$ cat src/rtl/ad5328_ctrl.sv
// ad5328_ctrl: init sequencer and round-robin channel scheduler for the AD5328 serial core
module ad5328_ctrl #(
    parameter logic [15:0] INIT_WORD0   = 16'hE000,
    parameter logic [15:0] INIT_WORD1   = 16'h8000,
    parameter logic [15:0] INIT_WORD2   = 16'hA000,
    parameter logic [11:0] DEFAULT_CODE = 12'h000,
    parameter int          ACK_TIMEOUT  = 16,
    parameter int          DONE_TIMEOUT = 1024
) (
    input  logic        clk,
    input  logic        rst,
    input  logic        ch_wr_i,
    input  logic [2:0]  ch_sel_i,
    input  logic [11:0] ch_val_i,
    input  logic        refresh_req_i,
    input  logic        dac_ready_i,
    output logic        dac_wr_req_o,
    output logic [15:0] dac_wr_data_o,
    output logic        init_done_o,
    output logic        busy_o,
    output logic [7:0]  pending_o,
    output logic        err_timeout_o
);
    localparam int CW = $clog2(ACK_TIMEOUT + DONE_TIMEOUT);

    typedef enum logic [2:0] {BOOT, IDLE, ISSUE, WAIT_ACK, WAIT_DONE} state_t;

    state_t        state_q;
    logic [11:0]   shadow_q [8];
    logic [7:0]    pending_q, pending_d;
    logic [2:0]    last_ch_q, cur_ch_q, sel_ch;
    logic [1:0]    init_idx_q;
    logic          init_done_q, err_q, wr_req_q, busy_q, cur_init_q;
    logic [15:0]   wr_data_q, init_word;
    logic [CW-1:0] cnt_q;
    logic          sel_ok, in_init, timeout, issue_ch, init_fin;

    assign dac_wr_req_o  = wr_req_q;
    assign dac_wr_data_o = wr_data_q;
    assign init_done_o   = init_done_q;
    assign busy_o        = busy_q;
    assign pending_o     = pending_q;
    assign err_timeout_o = err_q;

    // Host writes land in the shadow array in any state; the issued word keeps the value captured at selection
    always_ff @(posedge clk) begin
        if (rst) begin
            for (int i = 0; i < 8; i++) shadow_q[i] <= DEFAULT_CODE;
        end else if (ch_wr_i) begin
            shadow_q[ch_sel_i] <= ch_val_i;
        end
    end

    // Round-robin pick: nearest dirty channel after last_ch, wrapping, with last_ch itself searched last
    always_comb begin
        sel_ch = last_ch_q;
        sel_ok = 1'b0;
        for (int k = 8; k >= 1; k--) begin
            if (pending_q[last_ch_q + 3'(k)]) begin
                sel_ch = last_ch_q + 3'(k);
                sel_ok = 1'b1;
            end
        end
    end

    // Word selection, handshake timeouts and the dirty mask; host sets are applied after clears so they are never lost
    always_comb begin
        in_init   = init_idx_q != 2'd3;
        init_word = init_idx_q == 2'd0 ? INIT_WORD0 : init_idx_q == 2'd1 ? INIT_WORD1 : INIT_WORD2;
        timeout   = (state_q == WAIT_ACK && dac_ready_i && cnt_q == CW'(ACK_TIMEOUT - 1)) ||
                    (state_q == WAIT_DONE && !dac_ready_i && cnt_q == CW'(DONE_TIMEOUT - 1));
        issue_ch  = state_q == IDLE && !in_init && sel_ok;
        init_fin  = state_q == WAIT_DONE && dac_ready_i && cur_init_q && init_idx_q == 2'd2;
        pending_d = pending_q;
        if (issue_ch) pending_d[sel_ch] = 1'b0;
        if (timeout && !cur_init_q) pending_d[cur_ch_q] = 1'b1;
        if (init_fin || refresh_req_i) pending_d = 8'hFF;
        if (ch_wr_i) pending_d[ch_sel_i] = 1'b1;
    end

    // Transfer FSM: one word per core transaction, registered request/data/status outputs
    always_ff @(posedge clk) begin
        if (rst) begin
            state_q     <= BOOT;
            pending_q   <= '0;
            last_ch_q   <= 3'd7;
            cur_ch_q    <= '0;
            init_idx_q  <= '0;
            init_done_q <= 1'b0;
            err_q       <= 1'b0;
            wr_req_q    <= 1'b0;
            wr_data_q   <= '0;
            busy_q      <= 1'b1;
            cur_init_q  <= 1'b0;
            cnt_q       <= '0;
        end else begin
            pending_q <= pending_d;
            case (state_q)
                BOOT: begin
                    if (dac_ready_i) begin
                        state_q <= IDLE;
                        busy_q  <= 1'b0;
                    end
                end
                IDLE: begin
                    if (in_init || sel_ok) begin
                        state_q    <= ISSUE;
                        busy_q     <= 1'b1;
                        wr_req_q   <= 1'b1;
                        cur_init_q <= in_init;
                        wr_data_q  <= in_init ? init_word : {1'b0, sel_ch, shadow_q[sel_ch]};
                    end
                    if (issue_ch) begin
                        cur_ch_q  <= sel_ch;
                        last_ch_q <= sel_ch;
                    end
                end
                ISSUE: begin
                    state_q  <= WAIT_ACK;
                    wr_req_q <= 1'b0;
                    cnt_q    <= '0;
                end
                WAIT_ACK: begin
                    if (!dac_ready_i) begin
                        state_q <= WAIT_DONE;
                        cnt_q   <= '0;
                    end else if (timeout) begin
                        state_q <= BOOT;
                        err_q   <= 1'b1;
                    end else begin
                        cnt_q <= cnt_q + CW'(1);
                    end
                end
                WAIT_DONE: begin
                    if (dac_ready_i) begin
                        state_q <= IDLE;
                        busy_q  <= 1'b0;
                        if (cur_init_q) init_idx_q <= init_idx_q + 2'd1;
                        if (init_fin) init_done_q <= 1'b1;
                    end else if (timeout) begin
                        state_q <= BOOT;
                        err_q   <= 1'b1;
                    end else begin
                        cnt_q <= cnt_q + CW'(1);
                    end
                end
                default: state_q <= BOOT;
            endcase
        end
    end
endmodule

$ cat config.mk
export PLATFORM = sky130hd
export DESIGN_NAME = ad5328_ctrl
export DESIGN_NICKNAME = d
export VERILOG_FILES = /design/src/rtl/ad5328_ctrl.sv
export SDC_FILE = /design/constraint.sdc
export NUM_CORES = 1
export LEC_CHECK = 0
export BUFFER_PORTS_ARGS = -buffer_cell sky130_fd_sc_hd__buf_2
export CELL_PAD_IN_SITES_DETAIL_PLACEMENT = 0
export CELL_PAD_IN_SITES_GLOBAL_PLACEMENT = 1
export CORE_MARGIN = 2
export CORE_UTILIZATION = 31
export DETAILED_ROUTE_END_ITERATION = 7
export PLACE_DENSITY = 0.57
export SLEW_MARGIN = 25
export SYNTH_ARGS = -nofsm -noshare
export SYNTH_HDL_FRONTEND = slang
export SYNTH_SLANG_ARGS = --single-unit
$ cat constraint.sdc
create_clock -name clk -period 6.95 [get_ports clk]
set_input_delay 0.695 -clock clk [delete_from_list [all_inputs] [get_ports clk]]
set_output_delay 0.695 -clock clk [all_outputs]
set_load 0.02 [all_outputs]
==> out/metrics.cfg <==
[status]
status=finished, final reports clean

[route]
drt_wl_total_um=21700
avgViaCountPerCell=5.27
drcViolationCount=0
post_drt_wl_per_cell_um=19.9
drt-initial-drc-count=379
vias=5732
antenna_left=0
dr.pass1.iters=7

[yosys]
netlist_area_um2=7970
synth_edf_count=96
ys_ff_latch=146
synth.most_common_cell=and2_1
synth.distinct_cells=64
ys_dominant_reg_cell=edfxtp_1
synth_area_leaders=edfxtp_1 (36%), dfxtp_1 (13%), mux2i_1 (7.9%)
yosysSeqAreaShare_pct=48.7
syn_avg_cell_area_um2=11.1
yosys_warnings=0
synth_area_leader_cell=edfxtp_1
synth_common_cells=and2_1 (99), edfxtp_1 (96), mux2i_1 (63), dfxtp_1 (50), nor2_1 (48)
async_reset_ff_share_pct=0
synth_cells=717
yosys.area.top_type_share_pct=36.2
synth_fp_nets=744

[clocking]
ctsHoldBuffers=0
postCtsSetupBuffers=0
ctsResizeCount=0
clk_path_buf_depth=2
clock-sinks=146
tritoncts=yes
cts_buffers=17
clock_latency_ns=0.43
cts-root-buf=clkbuf_16
cts.reportedPaths.clkPinSlew_ns=0.07
htreeDepth=4

[critical_path]
r2r_slack_ns=2.19
start_kind=flip-flop
crit_chain=inv_1 > ha_1 > mux2_1 > mux4_2 > nor2b_1 > o211a_2 > nor3_4 > buf_8 > buf_4 > mux2i_1 > nand3_1 > a32o_1
critPathRequiredTime_ns=7.27
rr_worst_depth=12
rr_startpoint=last_ch_q[0]$_SDFFE_PP1P_
crit_fanout=25
crit_buf_inv=3
worstPathArrival_ns=5.07
crit_slowest_cell=ha_1
crit_family=multiplexers
worstReg2RegEnd=dac_wr_data_o[8]$_SDFFE_PP0P_
criticalPathCategory=reg2reg
end_kind=flip-flop
slowest_delay_ns=0.79

[sta]
fmax_mhz=210
tightest_slew_ns=0.983
hold_violations=0
finalMaxSlewViolations=0
rsz0062_at_grt=false
fin_crit_ns=4.76
period_share_pct=68.4
fin_worst_skew_ns=0.00960
setup_viol=0
tns_ns=0
relSlewSlack_pct=34.5

[min_path]
min_from=busy_o$_SDFFE_PP1P_
holdCritPathClass=reg2reg
whs_path_depth=2
hold_end=busy_o$_SDFFE_PP1P_

[pwr]
p_leak_nw=3.39
power_density_nw_per_um2=248
peakVddDrop_mv=0.141

[global_routing]
grt_overflow=0
grt_max_degree=41
grt_usage_pct=16.4
grt_pass1_wl_um=33500
antenna_found_initial=0
grt_pass1_vias=5737

[cells_and_area]
fin_util_pct=36.2
drive_above_1_share_pct=17.2
nets=771
area_growth_pct=14.3
fin_area_um2=9110

[run]
max_cap_violations=0

[floorplan]
start_util_pct=31.7
io_pins=48
dieHeight_um=164
row_count=58
floorplan.die_area_um2=27000
die_x_um=164
fp.coreArea_um2=25200

[placement]
portBuffers=47
routabilityCongestion=0.821
place_area_um2=8460
dp_hpwl_um=14700

==> cell type report <==
cell class	instances	area [um^2]
fill	2468	16100
clock inverter	15	191
timing repair buffer	62	375
sequential	146	3880
multi-input combinational	506	3780
tap	330	413
clock buffer	17	425
inverter	11	41.3
antenna	1	2.50
==> per-layer routing <==
| metal | global-route usage, % | up-vias | share of wire (%) |
|---|---|---|---|
| met5 | 0 | - | 0 |
| met1 | 21.3 | 2874 | 45 |
| met3 | 3.21 | 10 | 4.7 |
| met4 | 3.79 | 0 | 0.77 |
| met2 | 28.3 | 141 | 50 |
| li1 | - | 2707 | - |
==> tightest hold or removal path: stages, from the launching register on <==
cell	delay [ns]
dfxtp_1	0.31
nand2_1	0.05
nand2_1	0.05
==> layout by cell type (no fill, tap or decap), drive strengths merged, types with 7 or more instances in the layout <==
cell / synthesis / routed
edfxtp: 96 / 96
buf: 26 / 62
o211ai: 13 / 13
clkbuf: 28 / 17
a21oi: 24 / 24
a32o: 12 / 12
nand2: 30 / 30
a22oi: 7 / 7
inv: 11 / 19
nand2b: 11 / 11
o21ai: 23 / 23
nand3: 17 / 17
dfxtp: 50 / 50
xnor2: 8 / 8
nor2b: 11 / 11
o31ai: 9 / 9
ha: 7 / 7
xor2: 7 / 7
mux2i: 63 / 63
nor2: 48 / 48
mux4: 12 / 12
and2: 99 / 99
nor4b: 25 / 25
mux2: 8 / 8
nor3: 9 / 9
==> worst max path at each step <==
stage                                   start                              to  cells past startpoint
finish              last_ch_q[0]$_SDFFE_PP1P_   dac_wr_data_o[8]$_SDFFE_PP0P_                     12
global route        last_ch_q[0]$_SDFFE_PP1P_   dac_wr_data_o[7]$_SDFFE_PP0P_                     12
floorplan           last_ch_q[1]$_SDFFE_PP1P_  dac_wr_data_o[10]$_SDFFE_PP0P_                     15
CTS                 last_ch_q[0]$_SDFFE_PP1P_   dac_wr_data_o[8]$_SDFFE_PP0P_                     12
global placement    last_ch_q[0]$_SDFFE_PP1P_   dac_wr_data_o[6]$_SDFFE_PP0P_                     11
detailed placement  last_ch_q[0]$_SDFFE_PP1P_   dac_wr_data_o[8]$_SDFFE_PP0P_                     12
==> state kept, by name, indices dropped and copies added (netlist names) <==
register       cells
pending_o          8
cur_init_q         1
last_ch_q          3
cur_ch_q           3
state_q            3
shadow_q          96
cnt_q             11
init_idx_q         2
init_done_o        1
dac_wr_req_o       1
dac_wr_data_o     15
busy_o             1
err_timeout_o      1
==> power by group <==
| part | switching, W | total (W) | leakage, nW | internal (W) |
|---|---|---|---|---|
| clock | 0.000403 | 0.000979 | 0.300 | 0.000576 |
| sequential | 0.0000296 | 0.00100 | 1.33 | 0.000972 |
| combinational | 0.000176 | 0.000281 | 1.76 | 0.000105 |
==> per-stage QoR <==
| step | worst slack [ns] | power (W) | hold WS (ns) | cells |
|---|---|---|---|---|
| detailed placement | 2.15 | 0.00130 | 0.447 | 1054 |
| floorplan | 3.17 | 0.00121 | 0.458 | 717 |
| CTS | 2.12 | 0.00227 | 0.456 | 1086 |
| global route | 1.91 | 0.00234 | 0.495 | 1087 |
| global placement | 2.03 | 0.00129 | 0.431 | 1053 |
| finish | 2.19 | 0.00226 | 0.448 | 1088 |
==> cells by family (layout without fill, tap and decap cells) <==
kind of cell	Yosys count	in the layout	synth area share, %
xor gates and xnor gates	15	15	1.65
and+or+nand+nor	277	277	20.4
buffers and inverters	65	105	4.19
muxes	83	83	12.5
other	0	1	0
adders and majority gates	7	7	1.10
AOI/OAI and AO/OA	124	124	11.5
DFF	146	146	48.7
(Power assumes the default switching activity.)
